==> src/rtl/mm_pkg.sv <==
// Shared types and address-decode helper for the memory-mapped splitter.
package mm_pkg;

    localparam int unsigned MAX_SLAVES = 16;
    localparam int unsigned MAX_AWIDTH = 32;

    typedef enum logic [1:0] {
        IDLE = 2'd0,
        FWD  = 2'd1,
        DONE = 2'd2
    } state_t;

    typedef struct packed {
        logic [MAX_SLAVES-1:0] sel;
        logic                  hit;
    } dec_t;

    // First window (lowest index) whose masked address equals its base wins.
    function automatic dec_t decode(
        input logic [MAX_AWIDTH-1:0]                 addr,
        input logic [MAX_SLAVES-1:0][MAX_AWIDTH-1:0] bases,
        input logic [MAX_SLAVES-1:0][MAX_AWIDTH-1:0] masks,
        input int unsigned                           n
    );
        dec_t d;
        d = '0;
        for (int unsigned i = 0; i < MAX_SLAVES; i++) begin
            if ((i < n) && !d.hit && ((addr & masks[i]) == bases[i])) begin
                d.sel[i] = 1'b1;
                d.hit    = 1'b1;
            end
        end
        return d;
    endfunction

endpackage

==> src/rtl/mm_addr_decoder.sv <==
// Combinational address-window decoder producing a one-hot slave select.
module mm_addr_decoder
    import mm_pkg::*;
#(
    parameter int unsigned                    AWIDTH = 8,
    parameter int unsigned                    SLAVES = 2,
    parameter logic [SLAVES-1:0][AWIDTH-1:0]  BASES  = '0,
    parameter logic [SLAVES-1:0][AWIDTH-1:0]  MASKS  = '0
) (
    input  logic [AWIDTH-1:0] addr,
    output logic [SLAVES-1:0] sel,
    output logic              hit
);

    logic [MAX_SLAVES-1:0][MAX_AWIDTH-1:0] w_bases;
    logic [MAX_SLAVES-1:0][MAX_AWIDTH-1:0] w_masks;
    dec_t                                  w_dec;
    logic                                  w_unused_sel;

    // Widen the window tables to the helper's fixed table size.
    always_comb begin
        w_bases = '0;
        w_masks = '0;
        for (int unsigned i = 0; i < SLAVES; i++) begin
            w_bases[i] = MAX_AWIDTH'(BASES[i]);
            w_masks[i] = MAX_AWIDTH'(MASKS[i]);
        end
    end

    assign w_dec        = decode(MAX_AWIDTH'(addr), w_bases, w_masks, SLAVES);
    assign sel          = w_dec.sel[SLAVES-1:0];
    assign hit          = w_dec.hit;
    assign w_unused_sel = |w_dec.sel[MAX_SLAVES-1:SLAVES];

endmodule

==> src/rtl/mm_splitter.sv <==
// One-to-many memory-mapped splitter with registered request and response paths.
module mm_splitter
    import mm_pkg::*;
#(
    parameter int unsigned                    AWIDTH       = 8,
    parameter int unsigned                    DWIDTH       = 8,
    parameter int unsigned                    SLAVES       = 2,
    parameter logic [SLAVES-1:0][AWIDTH-1:0]  BASES        = '0,
    parameter logic [SLAVES-1:0][AWIDTH-1:0]  MASKS        = '0,
    parameter logic [DWIDTH-1:0]              DEFAULT_RDAT = '1
) (
    input  logic                          reset,
    input  logic                          clk,
    input  logic [AWIDTH-1:0]             s_addr,
    input  logic                          s_wreq,
    input  logic [DWIDTH-1:0]             s_wdat,
    input  logic                          s_rreq,
    output logic [DWIDTH-1:0]             s_rdat,
    output logic                          s_busy,
    output logic                          err,
    output logic [SLAVES-1:0][AWIDTH-1:0] m_addr,
    output logic [SLAVES-1:0]             m_wreq,
    output logic [SLAVES-1:0][DWIDTH-1:0] m_wdat,
    output logic [SLAVES-1:0]             m_rreq,
    input  logic [SLAVES-1:0][DWIDTH-1:0] m_rdat,
    input  logic [SLAVES-1:0]             m_busy
);

    state_t              r_state, w_state_nxt;
    logic [AWIDTH-1:0]   r_addr,  w_addr_nxt;
    logic [DWIDTH-1:0]   r_wdat,  w_wdat_nxt;
    logic                r_wreq,  w_wreq_nxt;
    logic                r_rreq,  w_rreq_nxt;
    logic [SLAVES-1:0]   r_sel,   w_sel_nxt;
    logic                r_hit,   w_hit_nxt;
    logic [DWIDTH-1:0]   r_rdat,  w_rdat_nxt;
    logic                r_busy,  w_busy_nxt;
    logic                r_err,   w_err_nxt;
    logic [SLAVES-1:0]   r_mwreq, w_mwreq_nxt;
    logic [SLAVES-1:0]   r_mrreq, w_mrreq_nxt;

    logic [SLAVES-1:0]   w_dec_sel;
    logic                w_dec_hit;
    logic                w_sel_busy;
    logic [DWIDTH-1:0]   w_sel_rdat;

    mm_addr_decoder #(
        .AWIDTH (AWIDTH),
        .SLAVES (SLAVES),
        .BASES  (BASES),
        .MASKS  (MASKS)
    ) u_dec (
        .addr (s_addr),
        .sel  (w_dec_sel),
        .hit  (w_dec_hit)
    );

    // Busy and read data of the currently selected slave.
    assign w_sel_busy = |(r_sel & m_busy);

    always_comb begin
        w_sel_rdat = '0;
        for (int unsigned i = 0; i < SLAVES; i++) begin
            if (r_sel[i]) begin
                w_sel_rdat = w_sel_rdat | m_rdat[i];
            end
        end
    end

    // State register.
    always_ff @(posedge clk) begin
        if (!reset) begin
            r_state <= IDLE;
        end else begin
            r_state <= w_state_nxt;
        end
    end

    // Next-state, captured transaction and next registered outputs.
    always_comb begin
        w_state_nxt = r_state;
        w_addr_nxt  = r_addr;
        w_wdat_nxt  = r_wdat;
        w_wreq_nxt  = r_wreq;
        w_rreq_nxt  = r_rreq;
        w_sel_nxt   = r_sel;
        w_hit_nxt   = r_hit;
        w_rdat_nxt  = r_rdat;

        case (r_state)
            IDLE: begin
                if (s_wreq || s_rreq) begin
                    w_addr_nxt = s_addr;
                    w_wdat_nxt = s_wdat;
                    w_wreq_nxt = s_wreq;
                    w_rreq_nxt = s_rreq;
                    w_sel_nxt  = w_dec_sel;
                    w_hit_nxt  = w_dec_hit;
                    if (w_dec_hit) begin
                        w_state_nxt = FWD;
                    end else begin
                        w_rdat_nxt  = DEFAULT_RDAT;
                        w_state_nxt = DONE;
                    end
                end
            end
            FWD: begin
                if (!w_sel_busy) begin
                    w_rdat_nxt  = w_sel_rdat;
                    w_state_nxt = DONE;
                end
            end
            DONE: begin
                w_state_nxt = IDLE;
            end
            default: begin
                w_state_nxt = IDLE;
            end
        endcase

        // Outputs are registered, so derive them from the upcoming state.
        w_busy_nxt  = (w_state_nxt != DONE);
        w_err_nxt   = (w_state_nxt == DONE) && !w_hit_nxt;
        w_mwreq_nxt = (w_state_nxt == FWD) ? (w_sel_nxt & {SLAVES{w_wreq_nxt}}) : '0;
        w_mrreq_nxt = (w_state_nxt == FWD) ? (w_sel_nxt & {SLAVES{w_rreq_nxt}}) : '0;
    end

    // Transaction and output registers.
    always_ff @(posedge clk) begin
        if (!reset) begin
            r_addr  <= '0;
            r_wdat  <= '0;
            r_wreq  <= 1'b0;
            r_rreq  <= 1'b0;
            r_sel   <= '0;
            r_hit   <= 1'b0;
            r_rdat  <= '0;
            r_busy  <= 1'b1;
            r_err   <= 1'b0;
            r_mwreq <= '0;
            r_mrreq <= '0;
        end else begin
            r_addr  <= w_addr_nxt;
            r_wdat  <= w_wdat_nxt;
            r_wreq  <= w_wreq_nxt;
            r_rreq  <= w_rreq_nxt;
            r_sel   <= w_sel_nxt;
            r_hit   <= w_hit_nxt;
            r_rdat  <= w_rdat_nxt;
            r_busy  <= w_busy_nxt;
            r_err   <= w_err_nxt;
            r_mwreq <= w_mwreq_nxt;
            r_mrreq <= w_mrreq_nxt;
        end
    end

    assign s_rdat = r_rdat;
    assign s_busy = r_busy;
    assign err    = r_err;
    assign m_addr = {SLAVES{r_addr}};
    assign m_wdat = {SLAVES{r_wdat}};
    assign m_wreq = r_mwreq;
    assign m_rreq = r_mrreq;

endmodule

==> config.mk <==
export PLATFORM = sky130hd
export DESIGN_NAME = mm_splitter
export DESIGN_NICKNAME = d
export VERILOG_FILES = /design/src/rtl/mm_pkg.sv /design/src/rtl/mm_addr_decoder.sv /design/src/rtl/mm_splitter.sv
export SDC_FILE = /design/constraint.sdc
export NUM_CORES = 1
export LEC_CHECK = 0
export BUFFER_PORTS_ARGS = -buffer_cell sky130_fd_sc_hd__buf_2
export CAP_MARGIN = 20
export CORE_ASPECT_RATIO = 0.6
export CORE_MARGIN = 4
export CORE_UTILIZATION = 40
export DETAILED_ROUTE_END_ITERATION = 10
export PLACE_DENSITY_LB_ADDON = 0.15
export SLEW_MARGIN = 15
export SYNTH_ARGS = -nofsm -noshare
export SYNTH_HDL_FRONTEND = slang
export SYNTH_SLANG_ARGS = --single-unit
==> constraint.sdc <==
create_clock -name clk -period 1.15 [get_ports clk]
set_input_delay 0.23 -clock clk [delete_from_list [all_inputs] [get_ports clk]]
set_output_delay 0.23 -clock clk [all_outputs]
set_load 0.02 [all_outputs]
==> results of run 1 <==
critical path, stage by stage (launching register included):
cell and delay [ps]:
dfxtp_2 340, a22oi_2 310, buf_6 190, nand3_1 80, o211a_1 130
what timing repair did:
item                       4_1_cts  5_1_grt
setup endpoints to repair       11       21
setup buffers                    0        1
resized for setup                2       18
pin swaps                        0        1
through the flow:
step	setup slack, ps	cells	utilization	power, mW	setup TNS, ps
after floorplan	5.036	169	-	1.999	0
after CTS	7.961	290	0.5616	3.409	0
after global routing	-54.87	291	0.5743	3.569	-387.5
after detailed placement	-52.55	282	0.5287	2.242	-408.0
after global placement	-41.21	282	0.5287	2.242	-322.3
final	-6.059	291	0.5743	3.401	-6.796
cell usage after synthesis, drive strengths merged:
| cell type | n | share of area |
|---|---|---|
| inv | 1 | 0.0023 |
| or2 | 2 | 0.0078 |
| nor2b | 2 | 0.0078 |
| o21ai | 16 | 0.050 |
| nor2 | 5 | 0.016 |
| nor4b | 1 | 0.0055 |
| nand3b | 1 | 0.0047 |
| a21boi | 16 | 0.075 |
| a22oi | 9 | 0.045 |
| o2bb2ai | 2 | 0.011 |
| o22ai | 1 | 0.0039 |
| nor3b | 2 | 0.0094 |
| o21a | 3 | 0.014 |
| buf | 26 | 0.12 |
| nand2 | 3 | 0.0071 |
| o211a | 8 | 0.050 |
| and2 | 5 | 0.020 |
| dfxtp | 37 | 0.46 |
| nand3 | 25 | 0.078 |
| clkbuf | 4 | 0.010 |
cell type report:
cell class / instances / area [um2]
Tap cell: 47 / 58.81
Multi-Input combinational cell: 101 / 688.2
Inverter: 1 / 3.754
Clock inverter: 2 / 37.54
Timing Repair Buffer: 97 / 549.3
Fill cell: 355 / 1603
Clock buffer: 6 / 82.58
Sequential cell: 37 / 742.0
power groups by stage:
stage / clock, mW / sequential, mW / combinational, mW
final: 1.16 / 1.45 / 0.791
after CTS: 1.19 / 1.45 / 0.770
after detailed placement: 0 / 1.48 / 0.762
after floorplan: 0 / 1.59 / 0.414
after global routing: 1.25 / 1.47 / 0.851
after global placement: 0 / 1.48 / 0.764
layer usage:
layer  GRT usage  wire length, um  part of all wire  vias up
met5           0                0                 0        -
met4     0.05732               31            0.0080        0
met3     0.05483              247             0.064        4
met2      0.1927             1528              0.39       40
met1      0.2376             2082              0.54      635
li1            -                -                 -      733
worst paths after layout:
path	from	end	slack (ps)	cells past startpoint
min reg2reg	r_hit	err	440	1
max	r_sel[1]	s_rdat[2]	-6	4
max reg2reg	r_sel[1]	s_rdat[2]	-6	4
min	s_wdat[2]	r_wdat[2]	180	3
cells by family (layout without fill, tap and decap cells):
group | Yosys count | in the layout
DFF | 37 | 37
buffers and inverters | 31 | 106
and+or+nand+nor | 46 | 46
AOI/OAI and AO/OA | 55 | 55
registers in the layout (all words and copies together), names as in the netlist:
signal	cells
r_addr	8
r_wdat	8
s_rdat	8
m_rreq	2
m_wreq	2
r_sel	2
r_state	2
err	1
r_hit	1
r_rreq	1
r_wreq	1
s_busy	1
==> qor.yml, run 1 <==
io_buffers: 83
synth_top_family_by_area: "compound AO/OA/AOI/OAI gates"
power_density_nw_per_um2: 1573
ioPinCount: 84
yosysUniqueCellTypes: 28
grt_max_degree: 21
postSynthCellCount: 169
setup_violations: 2
place_area_um2: 1991
clockBufferDepth: 2
maxCapViolCount: 0
yosys.area_share.simple: 0.1567
yosys_warnings: 0
n_antenna_cell: 0
drtAntennaViolNets: 0
final_area_um2: 2162
first_pass_iters: 4
clock.fmax_mhz: 865.0
synth_fa_ha_area_frac: 0
clk_latency_ps: 290
drtIter0Drc: 55
clk_pin_slew_worst_paths_ps: 70
peakVddDrop_mv: 0.7386
grt_pass1_vias: 1281
overflow: 0
fin_worst_hold_slack_ps: 179.5
cts.sinks: 37
synth-seq-cells: 37
hold_violations: 0
root_buffer: "clkbuf_8"
die_x_um: 89.56
setup.worst_path.start_class: "flop"
clockPowerShare: 0.340
dp_hpwl_mm: 2.889
synthesis.nets: 207
initial_core_util: 0.4241
worst_slack_ps: -6.059
drv_slew: 0
pwr-share-comb: 0.232
grt_pass1_wl_mm: 6.085
p_switching_mw: 0.9696
avgSynthCellArea_um2: 9.447
crit_type: "flop to flop"
dieArea_um2: 5099
htree_levels: 2
violations: "setup timing"
endpoint_kind: "flop"
final.min_clock_period_ps: 1156
row_count: 17
fin_worst_skew_ps: 4.892
yosysSeqAreaShare: 0.4639
place_congestion: 0.7240
worst_slew_pin_slew_ps: 321.2
hold_path_class: "input pin to flop"
drive_gt1_frac: 0.4877
internal_power_mw: 2.431
critPathRequiredTime_ps: 1330
cts_made_buffers: 5
leakage_nw: 1.113
arrival_ps: 1340
via_per_inst: 4.852
rsz0062_at_grt: "true"
route.detailed.drc: 0
coreArea_um2: 3765
antenna_found_initial: 0
status: "complete, but fails checks"
synth_compound_area_frac: 0.2500
fin_nets: 281
grt_usage: 0.1546
layout_common_cells: "buf_2 (83), dfxtp_1 (36), nand3_1 (22)"
critPathMaxFanout: 8
synth_xor_area_frac: 0
synth_area_um2: 1597
die_y_um: 56.94
maxSlewHeadroom: 0.7829
vias: 1412
swShare: 0.2851
drt_wl_total_mm: 3.889
holdBufCountCts: 0
wire_per_inst_um: 13.36
synthMuxAreaShare: 0
synthToLayoutAreaGrowth_pct: 35.42
cts_tree: "built"
pwr-share-seq: 0.427
min_period_over_period: 1.005
mostFrequentLayoutCell: "buf_2"
Note: power is estimated with default switching activity, not from simulation.
==> run 2: changes to the inputs <==
==> constraint.sdc (replaced) <==
create_clock -name clk -period 1.15 [get_ports clk]
set_input_delay 0.1725 -clock clk [delete_from_list [all_inputs] [get_ports clk]]
set_output_delay 0.1725 -clock clk [all_outputs]
set_load 0.02 [all_outputs]
==> qor.yml, run 2 (synthesized netlist as in run 1, its figures left out) <==
io_buffers: 83  # unchanged
drtAntennaViolNets: 0  # unchanged
clock.fmax_mhz: 895.7  # +3.5%
initial_core_util: 0.4241  # unchanged
nFillCells: 353  # -0.56%
dp_hpwl_mm: 3.028  # +4.8%
power_density_nw_per_um2: 1435  # -8.8%
clk_pin_slew_worst_paths_ps: 70  # about the same
fin_util: 0.5746  # about the same
rsz0062_at_grt: "true"
fin_worst_hold_slack_ps: 137.2  # -42.31 ps
fin_setup_tns_ps: 0  # +6.796 ps
cts_tree: "built"
layout_common_cells: "buf_2 (83), dfxtp_1 (34), nand3_1 (22)"
setup_violations: 0  # -2
first_pass_iters: 4  # unchanged
critPathRequiredTime_ps: 1370  # +40 ps
setup.worst_path.start_class: "flop"
row_count: 17  # unchanged
antenna_found_initial: 0  # unchanged
via_per_inst: 4.897  # +0.93%
route.detailed.drc: 0  # unchanged
path_delay_family: "simple AND/OR/NAND/NOR gates"
reg2reg_slack_ps: 30  # +40 ps
wl_met2_mm: 1.611  # +5.4%
r2r_start: "r_sel[1]"
mostFrequentLayoutCell: "buf_2"
clockBufferDepth: 2  # unchanged
seq_area_um2: 744.5  # +0.34%
worst_slack_ps: 33.51  # +39.57 ps
grt_pass1_wl_mm: 6.306  # +3.6%
crit_buf_inv: 2  # +1
cts.sinks: 37  # unchanged
peakVddDrop_mv: 0.5431  # -26%
rr_endpoint: "m_wreq[1]"
final_area_um2: 2163  # about the same
cpPeakStageDelay_ps: 350  # about the same
hp-start: "s_wdat[2]"
critical_path.cell_chain: "a22oi_2 > buf_6 > nor4b_4 > buf_4 > and2_4"
post-place-ws_ps: -63.50  # -10.96 ps
dieArea_um2: 5099  # unchanged
min_period_over_period: 0.9709  # -0.03441
total_power_mw: 3.105  # -8.7%
slowest_stage: "dfxtp_2"
fin_nets: 282  # +0.36%
synthToLayoutAreaGrowth_pct: 35.50  # about the same
place_area_um2: 1998  # +0.38%
drv_slew: 0  # unchanged
hold_violations: 0  # unchanged
r2r_cells: 5  # +1
grt_usage: 0.1572  # +0.002592
drt_wl_total_mm: 3.929  # +1.0%
overflow: 0  # unchanged
wl_met1_mm: 2.109  # +1.3%
status: "finished, final reports clean"
leakage_nw: 1.111  # -0.15%
holdPathEnd: "r_wdat[2]"
ioPinCount: 84  # unchanged
endpoint_kind: "flop"
fin_worst_skew_ps: 1.097  # -3.795 ps
place_congestion: 0.7362  # +1.7%
cts_made_buffers: 5  # unchanged
htree_levels: 2  # unchanged
n_antenna_cell: 0  # unchanged
placed_cells: 283  # +0.35%
grt_pass1_vias: 1326  # +3.5%
root_buffer: "clkbuf_8"
holdPathStages: 3  # unchanged
final.min_clock_period_ps: 1116  # -39.57 ps
die_y_um: 56.94  # unchanged
holdBufCountCts: 0  # unchanged
arrival_ps: 1340  # about the same
route.met3.wl_um: 208  # -16%
coreArea_um2: 3765  # unchanged
drive_gt1_frac: 0.5020  # +0.01434
critPathMaxFanout: 6  # -2
drtIter0Drc: 41  # -25%
worst_slew_pin_slew_ps: 296.7  # -24.46 ps
maxCapViolCount: 0  # unchanged
wire_per_inst_um: 13.46  # +0.68%
hold_path_class: "input pin to flop"
crit_type: "flop to flop"
vias: 1430  # +1.3%
clk_latency_ps: 270  # -20 ps
fin_cells: 292  # +0.34%
routed.top_layer: "met3"
grt_max_degree: 19  # -9.5%
die_x_um: 89.56  # unchanged
maxSlewHeadroom: 0.8022  # +0.01932
multi_input_area_um2: 711.9  # +3.5%
run 2: changes by cell type in the layout (fill, tap and decap cells not counted), sizes merged:
cell,delta
bufinv,-1
clkinvlp,-1
buf,+1
clkbuf,+2
run 2: per-layer routing:
metal  global-route usage  vias to the layer above
met5                    0                        -
met2               0.2063                       44
met3              0.04329                        0
met4              0.04459                        0
met1               0.2460                      651
li1                     -                      735
run 2: tightest hold or removal path, delay by kind of cell:
family                 cells  cell delay, ps
buffers and inverters      1              90
AO/OA/AOI/OAI              1              50
AND/OR/NAND/NOR            1              50
run 2: worst max-delay path by stage:
stage | startpoint | endpoint | slack, ps | cells after the start
2_1_floorplan | r_sel[1] | m_rreq[0] | 5 | 5
3_5_place_dp | r_sel[1] | s_rdat[6] | -60 | 3
5_1_grt | r_sel[1] | m_rreq[1] | -3 | 5
3_3_place_gp | r_state[0] | r_wdat[1] | -20 | 4
4_1_cts | r_sel[1] | m_wreq[1] | 7 | 5
6_report | r_sel[1] | m_wreq[1] | 30 | 5
run 2: repair_timing:
| action | CTS | global route |
|---|---|---|
| endpoints found under the hold margin | 0 | 0 |
| buffers inserted | 1 | 0 |
| pin swaps | 1 | 3 |
| resized for setup | 6 | 24 |
| endpoints found under the setup margin | 15 | 24 |
run 2: final cells by class:
cell class / count / share of cell area
tap: 47 / 0.02718
sequential: 37 / 0.3441
timing repair buffer: 98 / 0.2608
multi-input combinational: 101 / 0.3291
inverter: 1 / 0.001735
clock buffer: 8 / 0.03702
run 2: where the power goes:
part	internal, mW	total, mW	leakage (nW)	switching (mW)
logic	0.345	0.805	0.766	0.460
registers	1.39	1.46	0.306	0.0641
clock network	0.430	0.843	0.0395	0.413
total	2.17	3.10	1.11	0.937
==> run 3: changes to the inputs <==
- CORE_ASPECT_RATIO: 0.6 -> 0.7
- CORE_UTILIZATION: 40 -> 44
- clock period: 1.15 -> 1.06 ns (I/O delays scaled with it)
==> qor.yml, run 3 (synthesized netlist as in run 1, its figures left out) <==
status: "complete, but fails checks"
grt_usage: 0.1717  # +0.01450
cpPeakStageDelay_ps: 340  # about the same
clk_latency_ps: 280  # about the same
slowest_stage: "dfxtp_2"
synthToLayoutAreaGrowth_pct: 39.58
n_antenna_cell: 0  # unchanged
cts_tree: "built"
fin_worst_hold_slack_ps: 122.8  # -14.45 ps
initial_core_util: 0.4811  # +0.05709
hold_violations: 0  # unchanged
cts_setup_buffers: 0  # -1
critPathMaxFanout: 8  # +2
critPathCapture: "s_rdat[5]"
critical_path.cell_chain: "a22oi_2 > buf_6 > nand3_2 > o211a_1"
final.min_clock_period_ps: 1166  # +49.69 ps
htree_levels: 2  # unchanged
nFillCells: 278  # -21%
overflow: 0  # unchanged
final_area_um2: 2228  # +3.0%
hp-start: "s_wdat[1]"
grt_pass1_wl_mm: 6.334  # +0.44%
endpoint_kind: "flop"
clockBufferDepth: 2  # unchanged
row_count: 17  # unchanged
hold_path_class: "input pin to flop"
maxSlewHeadroom: 0.7681  # -0.03409
maxCapViolCount: 0  # unchanged
root_buffer: "clkbuf_8"
coreArea_um2: 3318  # -12%
route.detailed.drc: 0  # unchanged
power_density_nw_per_um2: 1547  # +7.8%
mostFrequentLayoutCell: "buf_2"
clock.fmax_mhz: 857.5  # -4.3%
rsz0062_at_grt: "true"
wire_per_inst_um: 14.44  # +7.3%
cts_made_buffers: 5  # unchanged
fin_nets: 283  # +0.35%
critPathRequiredTime_ps: 1230  # -140 ps
worst_slew_pin_slew_ps: 347.8  # +51.13 ps
setup.worst_path.start: "r_sel[1]"
antenna_found_initial: 0  # unchanged
drtAntennaViolNets: 0  # unchanged
multi_input_area_um2: 777.0  # +9.1%
first_pass_iters: 4  # unchanged
vias: 1509  # +5.5%
die_x_um: 80.00  # -11%
drtIter0Drc: 69  # +68%
violations: "setup timing"
min_period_over_period: 1.100  # +0.1293
drv_slew: 0  # unchanged
fin_worst_skew_ps: 1.752  # +0.6552 ps
setup.worst_path.start_class: "flop"
via_per_inst: 5.150  # +5.2%
dp_hpwl_mm: 3.070  # +1.4%
clk_pin_slew_worst_paths_ps: 70  # about the same
cts.sinks: 37  # unchanged
grt_max_degree: 17  # -2
holdBufCountCts: 0  # unchanged
fin_util: 0.6716  # +0.09696
place_congestion: 0.7778  # +5.7%
rr_endpoint: "s_rdat[5]"
place_area_um2: 2007  # +0.44%
die_y_um: 58.40  # +2.6%
seq_area_um2: 744.5  # unchanged
setup_violations: 22  # +22
r2r_cells: 4  # -1
reg2reg_slack_ps: -110  # -140 ps
drive_gt1_frac: 0.5610  # +0.05893
io_buffers: 83  # unchanged
layout_common_cells: "buf_2 (84), dfxtp_1 (34), nand3_1 (17)"
dieArea_um2: 4671  # -8.4%
worst_slack_ps: -106.2  # -139.7 ps
leakage_nw: 1.128  # +1.5%
crit_type: "flop to flop"
drt_wl_total_mm: 4.232  # +7.7%
peakVddDrop_mv: 0.8199  # +51%
arrival_ps: 1340  # about the same
grt_pass1_vias: 1444  # +8.9%
ioPinCount: 84  # unchanged
r2r_start: "r_sel[1]"
run 3: cell count changes in the layout (fill, tap and decap cells not counted), moves of 3 or more:
| cell | change |
|---|---|
| nand3_2 | +5 |
| o21ai_0 | +3 |
| o21ai_1 | -8 |
| nand3_1 | -5 |
| clkbuf_1 | -3 |
| o21ai_2 | +5 |
run 3: routing by layer:
metal  up-vias  share of wire  global-route usage
met1       702           0.43              0.2044
li1        739              -                   -
met4         0          0.016             0.05783
met5         -              0                   0
met2        60           0.47              0.2960
met3         8          0.083             0.05352
run 3: repair_timing:
action                     CTS  global route
gates resized for setup     29             8
setup endpoints to repair   32            35
pin swaps                   10             1
hold endpoints to repair     0             0
cloned                       0             2
run 3: power by group:
part | internal [mW] | total, mW | switching, mW
sequential | 1.51 | 1.58 | 0.0735
combinational | 0.398 | 0.932 | 0.534
clock | 0.453 | 0.932 | 0.479
total | 2.36 | 3.45 | 1.09
run 3: final cells by class:
type,instances,area share
sequential,37,0.3341
clock buffer,5,0.03088
clock inverter,3,0.007861
timing repair buffer,98,0.2504
tap,47,0.02639
multi-input combinational,102,0.3487
inverter,1,0.001684
run 3: worst min path at each step:
stage | end | slack (ps) | cells past startpoint
6_report | r_wdat[1] | 120 | 3
5_1_grt | r_addr[1] | 130 | 3
3_3_place_gp | err | 400 | 1
3_5_place_dp | err | 410 | 1
4_1_cts | r_addr[1] | 120 | 3
2_1_floorplan | r_rreq | 290 | 1
run 3: per-stage QoR:
step                      cells  total power, mW  setup WS, ps  TNS [ps]
after floorplan             169            2.186        -41.92    -736.9
after detailed placement    283            2.444        -148.6     -3036
after global routing        293            3.617        -141.7     -2654
after CTS                   291            3.442        -59.41    -617.7
final                       293            3.448        -106.2     -1401
after global placement      283            2.415        -97.33     -1756
run 3: critical path: cells and delay by family (launching register included):
kind | cells | cell delay, ps
flops | 1 | 340
buf+inv | 1 | 210
simple gates | 1 | 60
compound gates | 2 | 450
